<file path="config.mk">
export PLATFORM = sky130hd
export DESIGN_NAME = vga_scanout
export DESIGN_NICKNAME = d
export VERILOG_FILES = /design/src/rtl/vga_scanout.sv
export SDC_FILE = /design/constraint.sdc
export NUM_CORES = 1
export LEC_CHECK = 0
export ABC_AREA = 1
export BUFFER_PORTS_ARGS = -buffer_cell sky130_fd_sc_hd__buf_2
export CORE_MARGIN = 2
export CORE_UTILIZATION = 54
export DETAILED_ROUTE_END_ITERATION = 6
export PLACE_DENSITY = 0.72
export SYNTH_ARGS = -nofsm -noshare
export SYNTH_HDL_FRONTEND = slang
export SYNTH_SLANG_ARGS = --single-unit
</file>
<file path="constraint.sdc">
create_clock -name clk -period 2.8 [get_ports clk]
set_input_delay 0.42 -clock clk [delete_from_list [all_inputs] [get_ports clk]]
set_output_delay 0.42 -clock clk [all_outputs]
set_load 0.05 [all_outputs]
</file>
<file path="src/rtl/vga_scanout.sv">
// rtl/vga_scanout.sv - VGA timing generator with frame-buffer fetch and palette lookup
// Counters drive the fetch address; control bits ride a delay line that matches read latency.
module vga_scanout #(
  parameter int H_ACTIVE = 640,
  parameter int H_FP     = 16,
  parameter int H_SYNC   = 96,
  parameter int H_BP     = 48,
  parameter int V_ACTIVE = 480,
  parameter int V_FP     = 10,
  parameter int V_SYNC   = 2,
  parameter int V_BP     = 33,
  parameter int IDX_W    = 3,
  parameter int RD_LAT   = 2,
  parameter bit HS_POL   = 1'b0,
  parameter bit VS_POL   = 1'b0,
  localparam int AW      = $clog2(H_ACTIVE * V_ACTIVE)
) (
  input  logic             clk,
  input  logic             rst_n,
  input  logic             en,
  input  logic             pal_we,
  input  logic [IDX_W-1:0] pal_addr,
  input  logic [23:0]      pal_data,
  output logic [AW-1:0]    fb_raddr,
  input  logic [IDX_W-1:0] fb_rdata,
  output logic             blank,
  output logic             hsync,
  output logic             vsync,
  output logic             comp_sync,
  output logic [7:0]       pixel_r,
  output logic [7:0]       pixel_g,
  output logic [7:0]       pixel_b,
  output logic             frame_start
);

  localparam int H_TOTAL = H_ACTIVE + H_FP + H_SYNC + H_BP;
  localparam int V_TOTAL = V_ACTIVE + V_FP + V_SYNC + V_BP;
  localparam int HW      = $clog2(H_TOTAL + 1);
  localparam int VW      = $clog2(V_TOTAL + 1);
  localparam int PAL_N   = 2 ** IDX_W;

  localparam logic [HW-1:0] H_LAST   = HW'(H_TOTAL - 1);
  localparam logic [HW-1:0] H_ACT    = HW'(H_ACTIVE);
  localparam logic [HW-1:0] HS_START = HW'(H_ACTIVE + H_FP);
  localparam logic [HW-1:0] HS_END   = HW'(H_ACTIVE + H_FP + H_SYNC);
  localparam logic [VW-1:0] V_LAST   = VW'(V_TOTAL - 1);
  localparam logic [VW-1:0] V_ACT    = VW'(V_ACTIVE);
  localparam logic [VW-1:0] VS_START = VW'(V_ACTIVE + V_FP);
  localparam logic [VW-1:0] VS_END   = VW'(V_ACTIVE + V_FP + V_SYNC);
  localparam logic [AW-1:0] A_LAST   = AW'(H_ACTIVE * V_ACTIVE - 1);
  localparam bit            BOTH_LOW = !HS_POL && !VS_POL;

  function automatic logic [23:0] pal_default(input int idx);
    case (idx)
      1:       return 24'h00FF00;
      2:       return 24'h0000FF;
      3:       return 24'hFF0000;
      4:       return 24'h66FFFF;
      5:       return 24'hD3D3D3;
      6:       return 24'hFFFFFF;
      7:       return 24'hCCFF99;
      default: return 24'h000000;
    endcase
  endfunction

  logic [HW-1:0] hcnt;
  logic [VW-1:0] vcnt;
  logic [AW-1:0] addr;
  logic          active;
  logic          act0, hs0, vs0, fs0;

  assign active = (hcnt < H_ACT) && (vcnt < V_ACT);

  // Stage-0 control is gated by en so a disable aborts the frame on the same clock.
  always_comb begin
    act0 = en && active;
    hs0  = en && (hcnt >= HS_START) && (hcnt < HS_END);
    vs0  = en && (vcnt >= VS_START) && (vcnt < VS_END);
    fs0  = en && (hcnt == '0) && (vcnt == '0);
  end

  always_ff @(posedge clk or negedge rst_n) begin
    if (!rst_n) begin
      hcnt <= '0;
      vcnt <= '0;
      addr <= '0;
    end else if (!en) begin
      hcnt <= '0;
      vcnt <= '0;
      addr <= '0;
    end else begin
      if (hcnt == H_LAST) begin
        hcnt <= '0;
        vcnt <= (vcnt == V_LAST) ? '0 : vcnt + 1'b1;
      end else begin
        hcnt <= hcnt + 1'b1;
      end
      if (active) addr <= (addr == A_LAST) ? '0 : addr + 1'b1;
    end
  end

  assign fb_raddr = addr;

  logic [RD_LAT-1:0] act_sr, hs_sr, vs_sr, fs_sr;

  always_ff @(posedge clk or negedge rst_n) begin
    if (!rst_n) begin
      act_sr <= '0;
      hs_sr  <= '0;
      vs_sr  <= '0;
      fs_sr  <= '0;
    end else begin
      act_sr[0] <= act0;
      hs_sr[0]  <= hs0;
      vs_sr[0]  <= vs0;
      fs_sr[0]  <= fs0;
      for (int i = 1; i < RD_LAT; i++) begin
        act_sr[i] <= act_sr[i-1];
        hs_sr[i]  <= hs_sr[i-1];
        vs_sr[i]  <= vs_sr[i-1];
        fs_sr[i]  <= fs_sr[i-1];
      end
    end
  end

  logic [23:0] pal [PAL_N];

  always_ff @(posedge clk or negedge rst_n) begin
    if (!rst_n) begin
      for (int i = 0; i < PAL_N; i++) pal[i] <= pal_default(i);
    end else if (pal_we) begin
      pal[pal_addr] <= pal_data;
    end
  end

  logic        blank_q, hs_q, vs_q, fs_q;
  logic [23:0] rgb_q;

  // Final stage: lookup sees the palette before any write on this same edge.
  always_ff @(posedge clk or negedge rst_n) begin
    if (!rst_n) begin
      blank_q <= 1'b0;
      hs_q    <= 1'b0;
      vs_q    <= 1'b0;
      fs_q    <= 1'b0;
      rgb_q   <= '0;
    end else begin
      blank_q <= act_sr[RD_LAT-1];
      hs_q    <= hs_sr[RD_LAT-1];
      vs_q    <= vs_sr[RD_LAT-1];
      fs_q    <= fs_sr[RD_LAT-1];
      rgb_q   <= act_sr[RD_LAT-1] ? pal[fb_rdata] : 24'h0;
    end
  end

  assign blank       = blank_q;
  assign frame_start = fs_q;
  assign hsync       = hs_q ? HS_POL : ~HS_POL;
  assign vsync       = vs_q ? VS_POL : ~VS_POL;
  assign comp_sync   = BOTH_LOW ? (hsync ~^ vsync) : (hsync ^ vsync);
  assign pixel_r     = rgb_q[23:16];
  assign pixel_g     = rgb_q[15:8];
  assign pixel_b     = rgb_q[7:0];

endmodule

</file>
Word level (Yosys, flattened, before mapping)
Cells that the tools add are included.

Add/sub/neg operators: 3. Order comparisons: 9. Equal/unequal tests: 5. Muxes and demuxes: 17. Bitwise operators: 3. Reduce and logical (&&, ||, !) cells: 11.

Operator list (number): bitwise mux 192 bit (1); 2-to-1 mux 24 bit (4); binary-select mux 24 bit (select 3 bit) (1); demux 24 bit (select 3 bit) (1); 2-to-1 mux 19 bit (3); 2-to-1 mux 10 bit (5); adder 10 x 1 -> 10 bit, second input constant (2); equality test 10 bit, second input constant (2); logical NOT 10 bit (2); less-than comparator 10 bit, second input constant (2); less-than comparator 10 x 9 -> 1 bit, second input constant (2); adder 19 x 1 -> 19 bit, second input constant (1); equality test 19 bit, second input constant (1); >= comparator 10 bit, second input constant (1); >= comparator 10 x 9 -> 1 bit, second input constant (1); logical AND 1 bit (9); >= comparator 4 bit, second input constant (2); inverter 3 -> 4 bit (2); less-than comparator 4 x 1 -> 1 bit, second input constant (1); inequality test 2 x 1 -> 1 bit, second input constant (2); 2-to-1 mux 1 bit (2); XNOR 1 bit (1).

Bits in registers: 267. Input port bits: 34. Output and inout bits: 48. Logic and storage cells: 68.

Depth between registers and ports, before layout
Gate-level depths: netlist (run 1).

Depth after elaboration: 6. Depth in mapped cells: 9. Depth with buffers taken out: 9.

Least setup slack after synthesis (run 1)
No wires, ideal clock.

Kind: register to register. Start point: reg addr[0], in the netlist fb_raddr[0]. End point: reg addr[0], in the netlist fb_raddr[0]. Setup time: 0.139 ns. Arrival: 1.712 ns. Data required time: 2.661 ns. Slack: 0.948 ns. Cell stages (with the launch flop): 9. Path buffers: 0. Clock period less this slack: 1.852 ns. Cells stage by stage: dfrtp_1 > ha_1 > nand3_4 > nor2_8 > nand3_4 > nor2_8 > nor2_8 > inv_8 > o21ai_2.

Cells in the longest elaborated chain, start to end: 4. Elaborated cells between the ends (all ways): 5. Classes of those cells: add/sub (1); eq/ne (1); mux (3).

Ends and longest elaborated chain: start: declaration (line 68) `logic [AW-1:0] addr;`; start signal: assignment (line 98) `if (active) addr <= (addr == A_LAST) ? '0 : addr + 1'b1;`; adder 19 x 1 -> 19 bit / equality test 19 bit (equally long branches) (line 98); 2-to-1 mux 19 bit (*) (2 in series) (line 98); 2-to-1 mux 19 bit (*) (line 87) `end else if (!en) begin`.

Mark *: on every way between the ends. The rest lies on a longest branch, timed or not. The select of a mux whose other input is x is not followed. A chain may end at the register's enable or synchronous reset.

Worst setup path in the final report (run 1)
Start point: reg hs_q. End point: out comp_sync.

Cells in the longest elaborated chain, start to end: 2.

Ends and longest elaborated chain: start: declaration (line 136) `logic blank_q, hs_q, vs_q, fs_q;`; start signal: assignment (line 149) `hs_q <= hs_sr[RD_LAT-1];`; 2-to-1 mux 1 bit (line 158) `assign hsync = hs_q ? HS_POL : ~HS_POL;`; XNOR 1 bit (line 160) `assign comp_sync = BOTH_LOW ? (hsync ~^ vsync) : (hsync ^ vsync);`; end: declaration (line 29) `output logic comp_sync,`.

Every way passes these cells.

==> key figures, run 1 <==
Detailed routing
  • Total Wirelength: 27,600 um
  • DRC errors left: 0
  • Routed via count: 9,495
  • Iteration-0 DRC count of the detailed router: 688
  • Drt pass-1 iters: 5
  • Post-DR vias/cell: 5.55
  • DR WL/cell: 16.1 um
  • Routed Antenna Nets: 0

Die
  • Initial core utilization: 0.553
  • Core area: 21,900 um2
  • Top-level I/O count: 82
  • FP Rows: 54
  • Die area: 23,600 um2
  • Die Width: 154 um
  • Die Y: 154 um

Hold path
  • Worst hold start: pal_data[9]
  • Min-delay worst type: primary input to flop
  • Min-Delay Path Depth: 3

Synthesis
  • Cell count after synthesis: 1,358
  • Post-synth ARST share: 1.00
  • Syn Std Cell Area: 12,100 um2
  • Post-Syn Nets: 1,397
  • Leading area contributor after synthesis: dfrtp_1
  • Number of flops mapped to enable cells by yosys: 0
  • Synth cell types: 42
  • Flops & latches, synth: 267
  • Main synth FF type: dfrtp_1
  • Largest cells by area after synthesis: dfrtp_1, dfstp_2, o21ai_0
  • Ys Warns: 0
  • Yosys top cell area share: 0.348
  • Sequential area share after synthesis: 0.563
  • Mean Syn Cell Area: 8.91 um2

Setup path
  • Crit. Startpoint: hs_q
  • Crit Path Class: flop to output port
  • Slowest Stage Delay on Critical Path: 380 ps
  • Crit. path cell count: 2
  • Critical path buffer and inverter count: 1
  • Setup crit end kind: output port
  • Crit path DAT: 1350 ps
  • Slowest CP cell: dfrtp_1
  • RR Startpoint: hcnt[0]
  • Critical path, cell by cell: xnor2_1 -> buf_2
  • Worst Path Required: 2380 ps
  • R2R depth: 8
  • CP delay by family, top: flip-flops
  • CP max FO: 2
  • Worst setup SP type: flop

Place
  • Placed cell count: 1,659
  • Detailed Place HPWL: 15,900 um
  • Port Buf Inserts: 81
  • Placed Area: 12,700 um2
  • GP Congestion: 0.870

CTS
  • Sink Count: 267
  • Hold Buf Count CTS: 1
  • H-tree depth: 1
  • CTS Buf Count: 28
  • CTS clk-pin slew, worst paths: 60 ps
  • Clock Latency Late Sink: 540 ps
  • Post-cts sizing count: 0
  • CTS tree: yes
  • Clock root buffer: clkbuf_16
  • Clock buffer depth: 3
  • Setup Fix Bufs, Post-CTS: 0

GRT
  • Vias in the first global route: 9,222
  • Initial antenna violation count: 2
  • GR Util met1: 0.331
  • GRT busiest layer: met2
  • M3 GR Usage: 0.0397
  • First-pass GRT wire length: 46,500 um
  • Total congestion overflow: 0
  • Largest net degree at the start of global routing: 76
  • All-Layer GR Usage: 0.240
  • M2 GR Usage: 0.395

Finish
  • Most frequent cells in the layout: o21ai_0, nand2_1, nor2_1
  • Synth-to-layout area growth: 12.8%
  • Utilization after layout: 0.623
  • Fin area: 13,600 um2
  • Fraction of layout cells with a size suffix above 1: 0.201
  • Fill cells: 1,925
  • Final nets: 1,449
  • Post-Layout Cell Count: 1,712
  • Most common cell after layout, fill and taps aside: o21ai_0

Timing
  • Crit path time final: 1770 ps
  • RSZ-0062 raised after global routing: false
  • # setup viols final: 0
  • Period Utilization, post-route: 0.631
  • Worst slew pin tran: 632 ps
  • Max Clk Rate: 566 MHz
  • Final Hold Viols: 0
  • Setup TNS Final: 0 ps
  • Slew headroom: 0.578
  • Final max-slew violation count: 0
  • Clk_skew: 9.36 ps

Flow run
  • MaxCap Viol Count: 0

Power
  • Leak Pwr: 6.30 nW
  • Worst VDD drop: 0.000527 V
  • P per Cell Area: 728 nW/um2

Status
  • Status: finished, final reports clean
-- routing by layer --
metal  vias to the layer above  part of all wire
met4                         2             0.024
met5                         -           0.00047
met2                       274              0.47
met1                      4573              0.44
li1                       4588                 -
met3                        58             0.062
-- layout make-up --
cell class / instances / area (um2) / area share
Multi-Input combinational cell: 932 / 4590 / 0.336
Timing Repair Buffer: 102 / 666 / 0.0488
Sequential cell: 267 / 6810 / 0.499
Inverter: 79 / 304 / 0.0223
Clock inverter: 9 / 95.1 / 0.00697
Clock buffer: 42 / 835 / 0.0612
Tap cell: 280 / 350 / 0.0257
Antenna cell: 1 / 2.50 / 0.000183
-- power by group --
part	switching (mW)	leakage [nW]	total, mW	internal [mW]
registers	0.307	3.20	4.94	4.64
logic	0.821	2.63	1.29	0.467
clock network	1.48	0.464	3.71	2.23
total	2.61	6.30	9.94	7.33
-- cells in the mapped netlist (5+ instances only) --
| cell type | number |
|---|---|
| ha_1 | 5 |
| nor3_1 | 6 |
| xor2_1 | 10 |
| clkbuf_1 | 30 |
| o21ai_2 | 10 |
| nand4_1 | 11 |
| dfrtp_1 | 168 |
| nand3_1 | 24 |
| nand2_1 | 250 |
| o22ai_1 | 24 |
| a21oi_1 | 33 |
| dfstp_2 | 99 |
| buf_2 | 39 |
| o21ai_0 | 288 |
| mux2i_1 | 24 |
| inv_1 | 75 |
| buf_6 | 6 |
| nor2_2 | 9 |
| o21ai_1 | 18 |
| nor2_1 | 190 |
-- worst register-to-register path: stages, from the launching register on --
cell     delay (ps)
dfrtp_1         410
ha_1            240
nand4_1         180
inv_1            90
nand2_1          60
nand2_2         340
inv_1           140
o21ai_0         100
a21oi_1          60
-- stage by stage --
| stage | setup WS (ps) | hold WS [ps] | total power, mW |
|---|---|---|---|
| final | 1030 | 221 | 9.94 |
| after global routing | 904 | 240 | 10.5 |
| after CTS | 998 | 203 | 10.0 |
| after detailed placement | 932 | 336 | 6.29 |
| after global placement | 929 | 334 | 6.23 |
| after floorplan | 948 | 124 | 5.87 |
-- path summary, 6_finish.rpt --
check / endpoint / slack [ps]
hold / removal: pal[9] / 220
max in group asynchronous: pal[158] / 1490
setup / recovery: comp_sync / 1030
setup reg to reg: hcnt[2] / 1070
hold reg to reg: frame_start / 350
min in group asynchronous: pal[2] / 430
-- flip-flops by register name, summed over array words and instances (netlist names) --
signal,cells
hs_q,1
vs_q,1
act_sr,2
fb_raddr,19
blank,1
pal,192
hs_sr,2
fs_sr,2
rgb_q,24
vs_sr,2
frame_start,1
hcnt,10
vcnt,10
-- kinds of logic (layout without fill, tap and decap cells) --
kind of cell,Yosys count,in the layout,synth area share
and+or+nand+nor,511,511,0.179
AOI/OAI and AO/OA,379,379,0.165
DFF,267,267,0.563
buffers and inverters,159,232,0.0591
muxes,24,24,0.0199
xor gates and xnor gates,13,13,0.00941
adders and majority gates,5,5,0.00517
other,0,1,0
Note: power is estimated with default switching activity, not from simulation.
==> run 2, diff against run 1 <==
--- a/config.mk
+++ b/config.mk
@@ -5,12 +5,12 @@
 export SDC_FILE = /design/constraint.sdc
 export NUM_CORES = 1
 export LEC_CHECK = 0
-export ABC_AREA = 1
+export ABC_AREA = 0
 export BUFFER_PORTS_ARGS = -buffer_cell sky130_fd_sc_hd__buf_2
 export CORE_MARGIN = 2
 export CORE_UTILIZATION = 54
 export DETAILED_ROUTE_END_ITERATION = 6
-export PLACE_DENSITY = 0.72
+export PLACE_DENSITY = 0.75
 export SYNTH_ARGS = -nofsm -noshare
 export SYNTH_HDL_FRONTEND = slang
 export SYNTH_SLANG_ARGS = --single-unit
==> constraint.sdc (replaced) <==
create_clock -name clk -period 1.6 [get_ports clk]
set_input_delay 0.24 -clock clk [delete_from_list [all_inputs] [get_ports clk]]
set_output_delay 0.24 -clock clk [all_outputs]
set_load 0.05 [all_outputs]
==> run 2 against run 1 <==
  * The run now ends with negative setup slack left
  * Synthesized cell count is 40% lower
  * Final area grew 9.0%
  * Clock skew up 5.7 ps
  * Critical path type is now flop to flop
==> key figures, run 2 <==
Status
  • Status: complete, but fails checks
  • Failing checks: negative setup slack

Timing
  • Slew headroom: 0.753 (+0.175)
  • # setup viols final: 30 (+30)
  • Clk_skew: 15.0 ps (+5.66 ps)
  • Worst slew pin tran: 371 ps (-261 ps)
  • Max Clk Rate: 560 MHz
  • Final Hold Viols: 0 (unchanged)
  • Fin worst setup slack: -184 ps (-1220 ps)
  • Crit path time final: 1780 ps
  • RSZ-0062 raised after global routing: true
  • Period Utilization, post-route: 1.12
  • WHS: 33.5 ps (-188 ps)
  • Final max-slew violation count: 0 (unchanged)

Place
  • Detailed Place HPWL: 16,700 um (+4.9%)
  • Port Buf Inserts: 81 (unchanged)
  • Placed Area: 13,600 um2 (+7.1%)
  • GP Congestion: 0.866 (-0.49%)

Synthesis
  • Main synth FF type: dfrtp_1
  • Leading area contributor after synthesis: dfrtp_1
  • Number of flops mapped to enable cells by yosys: 0 (unchanged)
  • Ys Warns: 0 (unchanged)
  • Synth cell types: 47 (+12%)
  • Largest cells by area after synthesis: dfrtp_1, dfstp_2, mux2_2
  • Cell count after synthesis: 817 (-40%)
  • Post-Syn Nets: 856 (-39%)
  • Count leader, synth: mux2_2
  • Synth top cells by count: mux2_2, dfrtp_1, dfstp_2, mux4_2
  • Flops & latches, synth: 267 (unchanged)
  • Sequential area share after synthesis: 0.570 (+0.00701)
  • Yosys top cell area share: 0.352 (+0.00433)
  • Syn Std Cell Area: 11,900 um2 (-1.2%)
  • Mean Syn Cell Area: 14.6 um2 (+64%)
  • Post-synth ARST share: 1.00 (unchanged)

Power
  • Comb pwr share: 0.168 (+0.038)
  • Sw frac: 0.247 (-0.0157)
  • P per Cell Area: 1240 nW/um2 (+70%)
  • Leak Pwr: 6.41 nW (+1.7%)
  • Net Switching: 4.55 mW (+74%)
  • Int Pwr: 13.9 mW (+89%)
  • Reg power frac: 0.484 (-0.013)
  • Worst VDD drop: 0.000707 V (+34%)
  • Post-layout power: 18.4 mW (+85%)
  • Clock power share: 0.348 (-0.025)

Die
  • Top-level I/O count: 82 (unchanged)
  • Initial core utilization: 0.549 (-0.00341)
  • Die Y: 153 um (-0.60%)
  • FP Rows: 54 (unchanged)
  • Die area: 23,300 um2 (-1.2%)
  • Die Width: 153 um (-0.60%)
  • Core area: 21,800 um2 (-0.62%)

Setup path
  • CP max FO: 5 (+3)
  • Crit Path Class: flop to flop
  • Worst setup SP type: flop
  • Worst Path Required: 2090 ps (-290 ps)
  • Crit path DAT: 2270 ps (+920 ps)
  • Setup crit end kind: flop

Finish
  • Most common cell after layout, fill and taps aside: mux2_2
  • Synth-to-layout area growth: 24.5%
  • Final nets: 1,042 (-28%)
  • Largest Register: pal
  • Largest register FFs: 192 (unchanged)
  • Most frequent cells in the layout: mux2_2, dfrtp_1, dfstp_2
  • Fraction of layout cells with a size suffix above 1: 0.628 (+0.427)
  • Fin area: 14,900 um2 (+9.0%)

GRT
  • All-Layer GR Usage: 0.232 (-0.00757)
  • Largest net degree at the start of global routing: 60 (-21%)
  • First-pass GRT wire length: 43,500 um (-6.4%)
  • Total congestion overflow: 0 (unchanged)
  • Initial antenna violation count: 3 (+1)
  • Vias in the first global route: 8,182 (-11%)

Detailed routing
  • Top layer in use: met5
  • DRC errors left: 0 (unchanged)
  • Routed Antenna Nets: 0 (unchanged)
  • Total Wirelength: 26,500 um (-4.2%)
  • DR WL/cell: 20.3 um (+25%)
  • Iteration-0 DRC count of the detailed router: 265 (-61%)
  • Routed via count: 7,558 (-20%)
  • Met3 WL: 860 um (-50%)
  • Wl on met1: 11,300 um (-6.9%)
  • Post-DR vias/cell: 5.78 (+4.3%)
  • Drt pass-1 iters: 4 (-1)
  • WL met2: 13,800 um (+5.6%)

Flow run
  • MaxCap Viol Count: 0 (unchanged)

CTS
  • CTS Buf Count: 28 (unchanged)
  • Sink Count: 267 (unchanged)
  • Clock Latency Late Sink: 540 ps (about the same)
  • Clock root buffer: clkbuf_16
  • Clock buffer depth: 3 (unchanged)
  • CTS clk-pin slew, worst paths: 60 ps (about the same)
  • H-tree depth: 1 (unchanged)
  • CTS tree: yes

Hold path
  • Min-delay worst type: primary input to flop
run 2: changes by cell type after synthesis, sizes merged, moves of 31 or more:
cell,change
buf,-31
inv,-65
mux2,+192
mux4,+48
nand2,-227
nor2,-187
o21ai,-298
run 2: critical path, stage by stage (launching register included):
cell     delay [ps]
dfrtp_1         360
ha_2            180
nand4_1         130
or4_4           480
or2_4           300
nor3b_2         180
a21o_1          100
run 2: power groups by stage:
stage / registers [mW] / clock network [mW] / logic (mW)
2_1_floorplan: 9.22 / 0 / 1.89
3_3_place_gp: 8.94 / 0 / 2.98
3_5_place_dp: 9.01 / 0 / 3.08
4_1_cts: 8.91 / 6.54 / 3.13
5_1_grt: 9.05 / 6.84 / 3.34
6_report: 8.92 / 6.41 / 3.10
run 2: cell families (layout without fill, tap and decap cells):
logic type	count (synthesis)	in the layout	synth area share
simple gates	165	166	0.0783
other cells	0	2	0
fa+ha+maj	5	5	0.00524
compound gates	44	45	0.0241
xor+xnor	12	12	0.00880
flops	267	267	0.570
mux	267	267	0.294
buf+inv	57	263	0.0200
run 2: repair_timing:
action,CTS,global route
pin swaps,15,8
endpoints found under the setup margin,28,38
hold buffers,1,0
hold endpoints to repair,178,0
cloned,3,0
setup buffers,9,5
resized for setup,31,33
run 2: worst paths after layout:
kind / from / to / slack [ps] / cells past startpoint
worst max-delay path: hcnt[0] / vcnt[7] / -180 / 6
worst min-delay path: pal_data[3] / pal[147] / 30 / 2
worst max register to register: hcnt[0] / vcnt[7] / -180 / 6
worst min register to register: hs_sr[0] / hs_sr[1] / 350 / 0
max in group asynchronous: rst_n / pal[117] / 800 / 3
min in group asynchronous: rst_n / rgb_q[0] / 160 / 2
run 2: per-layer routing:
metal,GRT usage,vias up
met5,0,-
met4,0.0542,2
met3,0.0336,33
met2,0.408,136
met1,0.308,3998
li1,-,3389
run 2: stage by stage:
stage	std cells	setup WS, ps	utilization	setup TNS [ps]
floorplan	817	-159	-	-3500
global placement	1236	-214	0.626	-3250
detailed placement	1236	-270	0.626	-5100
CTS	1301	-137	0.677	-885
global route	1305	-249	0.684	-3980
finish	1307	-184	0.684	-2120
run 2: cell type report:
| class | count | area [um2] |
|---|---|---|
| Clock inverter | 7 | 60.1 |
| Multi-Input combinational cell | 495 | 5170 |
| Sequential cell | 267 | 6830 |
| Timing Repair Buffer | 197 | 1540 |
| Clock buffer | 45 | 866 |
| Fill cell | 1547 | 6880 |
| Inverter | 14 | 52.6 |
| Antenna cell | 2 | 5.00 |
| Tap cell | 280 | 350 |
==> run 3, diff against run 2 <==
--- a/config.mk
+++ b/config.mk
@@ -7,10 +7,13 @@
 export LEC_CHECK = 0
 export ABC_AREA = 0
 export BUFFER_PORTS_ARGS = -buffer_cell sky130_fd_sc_hd__buf_2
+export CORE_ASPECT_RATIO = 0.75
 export CORE_MARGIN = 2
 export CORE_UTILIZATION = 54
 export DETAILED_ROUTE_END_ITERATION = 6
+export GPL_ROUTABILITY_DRIVEN = 0
 export PLACE_DENSITY = 0.75
+export SETUP_SLACK_MARGIN = 0.1
 export SYNTH_ARGS = -nofsm -noshare
 export SYNTH_HDL_FRONTEND = slang
 export SYNTH_SLANG_ARGS = --single-unit
==> run 3 against run 2 <==
  * The run still ends with negative setup slack left
  * Worst hold slack better by 7.4 ps
  * Core utilization increased by 1.7 points
  * Non-clock buffer count grew 15
  * Power fell by 1.8%
  * Critical path depth up 2
  * Cell count grew 2.1%
  * Critical endpoint is now fb_raddr[13]
  * Highest routed layer unchanged
==> key figures, run 3 (synthesis results as in run 2) <==
Power
  • Net Switching: 4.56 mW (+0.29%)
  • Sw frac: 0.252 (+0.00528)
  • Comb pwr share: 0.176 (+0.008)
  • Int Pwr: 13.5 mW (-2.5%)
  • Leak Pwr: 6.57 nW (+2.5%)
  • Clock power share: 0.330 (-0.018)
  • Post-layout power: 18.1 mW (-1.8%)
  • Worst VDD drop: 0.000980 V (+39%)
  • Reg power frac: 0.494 (+0.010)
  • P per Cell Area: 1180 nW/um2 (-4.8%)

Finish
  • FF+latch area: 6830 um2 (about the same)
  • Area occupied by multi-input gates: 5330 um2 (+3.1%)
  • Post-Layout Cell Count: 1,335 (+2.1%)
  • Most common cell after layout, fill and taps aside: mux2_2
  • Largest register FFs: 192 (unchanged)
  • Fin area: 15,300 um2 (+3.1%)
  • Synth-to-layout area growth: 28.4%
  • Fill cells: 1,458 (-5.8%)
  • Utilization after layout: 0.701 (+0.0172)
  • Final nets: 1,057 (+1.4%)
  • Largest Register: pal
  • Most frequent cells in the layout: mux2_2, dfrtp_1, dfstp_2
  • Fraction of layout cells with a size suffix above 1: 0.645 (+0.0166)

CTS
  • Clock Latency Late Sink: 540 ps (about the same)
  • Clock root buffer: clkbuf_16
  • H-tree depth: 1 (unchanged)
  • Sink Count: 267 (unchanged)
  • CTS clk-pin slew, worst paths: 60 ps (about the same)
  • CTS Buf Count: 27 (-3.6%)
  • Clock buffer depth: 3 (unchanged)
  • CTS tree: yes

Die
  • Die area: 23,300 um2 (about the same)
  • Core area: 21,900 um2 (+0.55%)
  • Initial core utilization: 0.546 (-0.00302)
  • Top-level I/O count: 82 (unchanged)
  • Die Width: 176 um (+15%)
  • FP Rows: 47 (-13%)
  • Die Y: 133 um (-13%)

Timing
  • Max Clk Rate: 552 MHz (-1.5%)
  • # setup viols final: 33 (+10%)
  • Final max-slew violation count: 0 (unchanged)
  • Setup TNS Final: -2740 ps (-618 ps)
  • Worst slew pin tran: 472 ps (+101 ps)
  • Clk_skew: 15.3 ps (+0.327 ps)
  • Period Utilization, post-route: 1.13 (+0.0167)
  • Final Hold Viols: 0 (unchanged)
  • WHS: 40.8 ps (+7.35 ps)
  • Fin worst setup slack: -211 ps (-26.7 ps)
  • Slew headroom: 0.685 (-0.0674)
  • RSZ-0062 raised after global routing: true
  • Crit path time final: 1810 ps (+26.7 ps)

Setup path
  • RR Startpoint: fb_raddr[1]
  • Crit. Startpoint: fb_raddr[1]
  • Worst setup SP type: flop
  • Setup crit end kind: flop
  • Crit Path Class: flop to flop
  • FF-to-FF End: fb_raddr[13]
  • Worst Path Required: 2040 ps (-50 ps)
  • Crit path DAT: 2250 ps (-20 ps)
  • CP endpoint: fb_raddr[13]
  • CP max FO: 5 (unchanged)
  • R2R depth: 8 (+2)
  • R2R setup slack: -210 ps (-30 ps)

Detailed routing
  • Post-DR vias/cell: 5.77 (-0.28%)
  • Total Wirelength: 27,500 um (+3.8%)
  • DRC errors left: 0 (unchanged)
  • DR WL/cell: 20.6 um (+1.6%)
  • Iteration-0 DRC count of the detailed router: 479 (+81%)
  • Routed via count: 7,698 (+1.9%)
  • Drt pass-1 iters: 5 (+1)
  • Routed Antenna Nets: 0 (unchanged)

GRT
  • Total congestion overflow: 0 (unchanged)
  • Initial antenna violation count: 5 (+2)
  • Largest net degree at the start of global routing: 58 (-3.3%)
  • All-Layer GR Usage: 0.238 (+0.00593)
  • Vias in the first global route: 8,079 (-1.3%)
  • First-pass GRT wire length: 44,000 um (+1.2%)

Status
  • Failing checks: negative setup slack
  • Status: complete, but fails checks

Place
  • Placed cell count: 1,240 (+0.32%)
  • Detailed Place HPWL: 16,200 um (-3.0%)
  • Port Buf Inserts: 81 (unchanged)
  • Dpl ws: -255 ps (+15.0 ps)
  • Placed Area: 13,600 um2 (about the same)

Flow run
  • MaxCap Viol Count: 0 (unchanged)

Hold path
  • Min-delay worst type: primary input to flop
## run 3: changes by cell type in the layout (fill, tap and decap cells not counted), moves of 5 or more
| cell | previous run | this run |
|---|---|---|
| buf_6 | 11 | 33 |
| buf_2 | 75 | 59 |
| buf_8 | 1 | 15 |
| buf_4 | 91 | 84 |
| clkbuf_1 | 8 | 14 |
| clkbuf_8 | 8 | 3 |
## run 3: routing by layer
metal / vias up / GRT usage / wire length (um)
li1: 3439 / - / -
met1: 4025 / 0.345 / 12400
met2: 185 / 0.380 / 13100
met3: 45 / 0.0468 / 1390
met4: 4 / 0.0478 / 518
met5: - / 0 / 26
## run 3: cell type report
| class | count | share of cell area |
|---|---|---|
| antenna | 2 | 0.000326 |
| clock buffer | 44 | 0.0502 |
| clock inverter | 6 | 0.00400 |
| inverter | 14 | 0.00359 |
| multi-input combinational | 496 | 0.348 |
| sequential | 267 | 0.445 |
| tap | 294 | 0.0240 |
| timing repair buffer | 212 | 0.125 |
## run 3: worst min path at each step
| stage | from | to | slack [ps] | cells after the start |
|---|---|---|---|---|
| 3_3_place_gp | rst_n | pal[180] | 200 | 1 |
| 3_5_place_dp | rst_n | rgb_q[12] | 210 | 1 |
| 2_1_floorplan | rst_n | act_sr[0] | -60 | 0 |
| 6_report | pal_data[17] | pal[185] | 40 | 2 |
| 4_1_cts | pal_data[9] | pal[105] | 30 | 2 |
| 5_1_grt | pal_data[10] | pal[154] | 40 | 2 |
## run 3: critical path: stages (launching register included)
cell	delay, ps
dfrtp_2	430
ha_4	180
nand3_4	100
buf_6	120
nor4_4	30
buf_4	160
a21o_4	250
or3_1	360
o21ai_1	100
## run 3: what timing repair did
item                       CTS  global route
hold endpoints to repair    47             0
gates resized for setup    104            54
pin swaps                   22            20
cloned                       4             0
setup endpoints to repair   55            50
setup buffers               26            20
hold buffers                 1             0
## run 3: power groups by stage
stage               Sequential [mW]  Clock [mW]  Combinational, mW
finish                         8.94        5.97               3.18
global route                   9.09        6.38               3.42
CTS                            8.93        6.11               3.16
detailed placement             9.02           0               3.07
global placement               8.95           0               2.97
floorplan                      9.22           0               1.90
